**config.mk**
```make
export PLATFORM = sky130hd
export DESIGN_NAME = jamma_joy_scanner
export DESIGN_NICKNAME = d
export VERILOG_FILES = /design/src/rtl/jamma_joy_scanner.sv
export SDC_FILE = /design/constraint.sdc
export NUM_CORES = 1
export LEC_CHECK = 0
export CORE_MARGIN = 2
export CORE_UTILIZATION = 43
export CTS_BUF_LIST = sky130_fd_sc_hd__clkbuf_4 sky130_fd_sc_hd__clkbuf_8
export DETAILED_ROUTE_END_ITERATION = 16
export PLACE_DENSITY = 0.88
export SLEW_MARGIN = 20
export SYNTH_ARGS = -nofsm -noshare
export SYNTH_HDL_FRONTEND = slang
export SYNTH_SLANG_ARGS = --single-unit
export TNS_END_PERCENT = 1
```
**constraint.sdc**
```tcl
create_clock -name pclk -period 2.15 [get_ports pclk]
set_input_delay 0.5375 -clock pclk [delete_from_list [all_inputs] [get_ports pclk]]
set_output_delay 0.5375 -clock pclk [all_outputs]
set_load 0.03 [all_outputs]
```
**src/rtl/jamma_joy_scanner.sv**
```systemverilog
// jamma_joy_scanner: time-multiplexed JAMMA control scanner.
// Steps a player-select bus, waits SETTLE cycles after each select change,
// then samples the shared active-low JJOY bus into that player's slot.
// Optional per-bit debounce is enabled with the macro JAMMA_JOY_DEBOUNCE_EN.
//
// state     | meaning
// ----------+-------------------------------------------------------------
// ST_SETTLE | select just changed; count cycles until the bus has settled
// ST_SAMPLE | one cycle: capture bus into slot joy_sel, advance joy_sel
module jamma_joy_scanner #(
  parameter int NUM_PLAYERS = 2,
  parameter int JOY_W       = 8,
  parameter int SETTLE      = 1,
  parameter int DEB_SAMPLES = 4,
  localparam int SEL_W      = (NUM_PLAYERS <= 2) ? 1 : 2
) (
  input  logic                         pclk,
  input  logic                         reset,
  input  logic [JOY_W-1:0]             joy_in,
  input  logic [JOY_W-1:0]             local_joy,
  input  logic                         hold,
  output logic [SEL_W-1:0]             joy_sel,
  output logic [NUM_PLAYERS*JOY_W-1:0] joy_out,
  output logic                         scan_done
);

  localparam int CNT_W = $clog2(SETTLE + 1);
  localparam int OUT_W = NUM_PLAYERS * JOY_W;

  // Reject parameter sets the scanner cannot represent.
  if (NUM_PLAYERS < 1 || NUM_PLAYERS > 4) begin : g_bad_players
    $error("jamma_joy_scanner: NUM_PLAYERS must be 1..4");
  end
  if (SETTLE < 1) begin : g_bad_settle
    $error("jamma_joy_scanner: SETTLE must be >= 1");
  end
  if (DEB_SAMPLES < 1 || DEB_SAMPLES > 15) begin : g_bad_deb
    $error("jamma_joy_scanner: DEB_SAMPLES must be 1..15");
  end

  typedef enum logic {
    ST_SETTLE = 1'b0,
    ST_SAMPLE = 1'b1
  } state_t;

  state_t             state_q, state_d;
  logic [CNT_W-1:0]   cnt_q, cnt_d;
  logic [SEL_W-1:0]   sel_q, sel_d;
  logic [OUT_W-1:0]   out_q, out_d;
  logic               done_q, done_d;
  logic [JOY_W-1:0]   sample;

`ifdef JAMMA_JOY_DEBOUNCE_EN
  logic [OUT_W-1:0][3:0] deb_q, deb_d;
`endif

  // The on-board joystick only ever merges into player 0.
  always_comb begin
    sample = joy_in;
    if (sel_q == '0) sample = joy_in & local_joy;
  end

  // Scan sequencing: settle counter, sample cycle, select advance and done pulse.
  always_comb begin
    state_d = state_q;
    cnt_d   = cnt_q;
    sel_d   = sel_q;
    done_d  = 1'b0;
    if (!hold) begin
      case (state_q)
        ST_SETTLE: begin
          cnt_d = cnt_q + CNT_W'(1);
          if (cnt_q == CNT_W'(SETTLE - 1)) state_d = ST_SAMPLE;
        end
        ST_SAMPLE: begin
          cnt_d   = '0;
          state_d = ST_SETTLE;
          if (sel_q == SEL_W'(NUM_PLAYERS - 1)) begin
            done_d = 1'b1;
            sel_d  = '0;
          end else begin
            sel_d = sel_q + SEL_W'(1);
          end
        end
        default: state_d = ST_SETTLE;
      endcase
    end
  end

  // Slot update: only the slot addressed by the current select may change.
  always_comb begin
    out_d = out_q;
`ifdef JAMMA_JOY_DEBOUNCE_EN
    deb_d = deb_q;
`endif
    if (!hold && state_q == ST_SAMPLE) begin
      for (int p = 0; p < NUM_PLAYERS; p++) begin
        if (sel_q == SEL_W'(p)) begin
`ifdef JAMMA_JOY_DEBOUNCE_EN
          for (int b = 0; b < JOY_W; b++) begin
            if (sample[b] == out_q[p*JOY_W + b]) begin
              deb_d[p*JOY_W + b] = 4'd0;
            end else if (deb_q[p*JOY_W + b] + 4'd1 == 4'(DEB_SAMPLES)) begin
              // Enough consecutive disagreeing samples: accept the new level.
              out_d[p*JOY_W + b] = ~out_q[p*JOY_W + b];
              deb_d[p*JOY_W + b] = 4'd0;
            end else begin
              deb_d[p*JOY_W + b] = deb_q[p*JOY_W + b] + 4'd1;
            end
          end
`else
          out_d[p*JOY_W +: JOY_W] = sample;
`endif
        end
      end
    end
  end

  // All state registers; reset has priority over hold.
  always_ff @(posedge pclk) begin
    if (reset) begin
      state_q <= ST_SETTLE;
      cnt_q   <= '0;
      sel_q   <= '0;
      out_q   <= '1;
      done_q  <= 1'b0;
`ifdef JAMMA_JOY_DEBOUNCE_EN
      deb_q   <= '0;
`endif
    end else begin
      state_q <= state_d;
      cnt_q   <= cnt_d;
      sel_q   <= sel_d;
      out_q   <= out_d;
      done_q  <= done_d;
`ifdef JAMMA_JOY_DEBOUNCE_EN
      deb_q   <= deb_d;
`endif
    end
  end

  assign joy_sel   = sel_q;
  assign joy_out   = out_q;
  assign scan_done = done_q;

endmodule
```
==> flow_summary.ini <==
[finish]
fin_nets = 137
fin_util_pct = 71.2
diodes = 0
drive_above_1_share_pct = 5.98
design_area_sq_um = 1100
mostFrequentLayoutCells = 36 x clkdlybuf4s50_1, 19 x dfxtp_1, 17 x nor2_1, 9 x a21oi_1
final_cells = 133
areaGrowthSynthToFinish_pct = 52.8
final_common_cell = clkdlybuf4s50_1

[global_route]
grt_max_degree = 28
overflow = 0
grt_use_total_pct = 18.4
antenna_found_initial = 0
grt_pass1_vias = 662
grt_pass1_wl_mm = 2.66

[cts]
cts_hold_buf = 0
cts_buffers = 3
clkLatencyLatePin_ns = 0.29
post_cts_buffers = 0
cts_buffer_depth = 2
cts_max_level = 1
cts_sinks = 19
path_clk_slew_ns = 0.10
cts_resized = 0
cts_tree = done
root_buffer = clkbuf_4

[timing]
skew_ns = 0.00499
fmax_mhz = 529
slew_headroom_pct = 66.6
setup-tns-final_ns = 0
hold_violations = 0
setup_viol = 0
finalCritPeriodShare_pct = 88.0
slew_viol_final = 0
tightest_slew_ns = 0.501
rsz0062_at_grt = false
finalCriticalPeriod_ns = 1.89

[synth]
yosysTopAreaCell = dfxtp_1
synth_cell_type_count = 17
syn_area_per_cell_sq_um = 8.76
synth_area_leaders = dfxtp_1 53%, a211o_1 9.8%, nor2_1 8.9%, a21oi_1 6.3%, nor3_1 5.6%
synth_nets = 101
netlist_instances = 82
synth_seq_area_share_pct = 53.0
ys_warn_count = 0
yosys_register_bits = 19
synth_area_sq_um = 718
yosysTopAreaCellShare_pct = 53.0

[min_path]
min_path_type = register to register

[floorplan]
num_rows = 14
coreArea_sq_um = 1540
die-area_sq_um = 2010
io_pins = 37
start_util_pct = 46.6
die_h_um = 44.9
fp.dieW_um = 44.9

[drt]
wire_per_inst_um = 12.6
wl_mm = 1.68
via_per_inst = 5.10
drtIter0Drc = 3
num_vias = 678
drc = 0
antenna_left = 0
dr.pass1.iters = 4

[worst_setup_path]
cpLargestDelayFamily = buffers and inverters
crit_required_ns = 1.61
critPathMaxStageDelay_ns = 0.69
critical_path_class = register to output pin
crit_path_end_kind = output pin
cpMaxStageDelayCell = clkdlybuf4s50_1
crit_fanout = 4
start_kind = register
arrival_ns = 1.35
critical_path.n_buffers_inverters = 1
worstPathCellList = clkdlybuf4s50_1

[pwr]
leakage_nw = 0.428
powerDensity_nw_per_um2 = 634
ir_drop_mv = 0.450
p_total_mw = 0.696

[placed_design]
placedInstanceArea_sq_um = 1070
portBuffers = 36
hpwl_mm = 1.27
dp.cells = 129
gp_congestion = 0.766

[run]
cap_violations = 0

[outcome]
status = completed
power breakdown:
| part | internal [mW] | switching, mW | total, mW |
|---|---|---|---|
| clock | 0.0847 | 0.0991 | 0.184 |
| sequential | 0.368 | 0.0101 | 0.378 |
| combinational | 0.0696 | 0.0645 | 0.134 |
registers in the layout (all words and copies together), names as in the netlist:
| signal | count |
|---|---|
| joy_sel | 1 |
| scan_done | 1 |
| joy_out | 16 |
| state_q | 1 |
stage by stage:
step	setup slack [ns]	hold WS [ns]
after floorplan	0.611	0.505
after detailed placement	0.111	0.449
final	0.258	0.469
after CTS	0.252	0.473
after global placement	0.152	0.447
after global routing	0.169	0.497
synth_stat cells:
cell type	number
or3b_1	1
o21ai_0	1
xor2_1	1
buf_2	1
nor2_1	17
nand2_1	8
a21oi_1	9
inv_1	1
buf_1	1
nor3_1	8
buf_8	1
nor2b_1	1
dfxtp_1	19
buf_6	1
a211o_1	8
clkbuf_1	3
and3b_2	1
per-layer routing:
layer	track usage, %	share of wire (%)
met2	33.3	48
met3	5.60	10
met1	18.3	40
met5	0	0
met4	11.2	2.1
worst register-to-register path: cells and delay by family, from the launching register on:
kind	cells	cell delay, ns
and+or+nand+nor	1	0.59
AOI/OAI and AO/OA	1	0.38
DFF	1	0.39
cell type report:
class / instances / area, sq um
timing repair buffer: 38 / 375
sequential: 19 / 380
inverter: 1 / 3.75
multi-input combinational: 55 / 288
tap: 16 / 20.0
clock buffer: 4 / 30.0
fill: 136 / 444
cell families (layout without fill, tap and decap cells):
group           Yosys count  count (layout)  share of synthesized area (%)
simple gates             36              36                           22.1
flops                    19              19                           53.0
compound gates           18              18                           16.7
buf+inv                   8              43                           6.97
xor+xnor                  1               1                           1.22
worst paths after layout:
path                                  from  cells past startpoint    endpoint  slack (ns)
worst min register to register  joy_out[2]                      1  joy_out[2]        0.47
worst max register to register     state_q                      2  joy_out[1]        0.69
worst max-delay path               joy_sel                      1     joy_sel        0.26
worst min-delay path            joy_out[2]                      1  joy_out[2]        0.47
No activity file was read; power rests on OpenSTA's default activity.
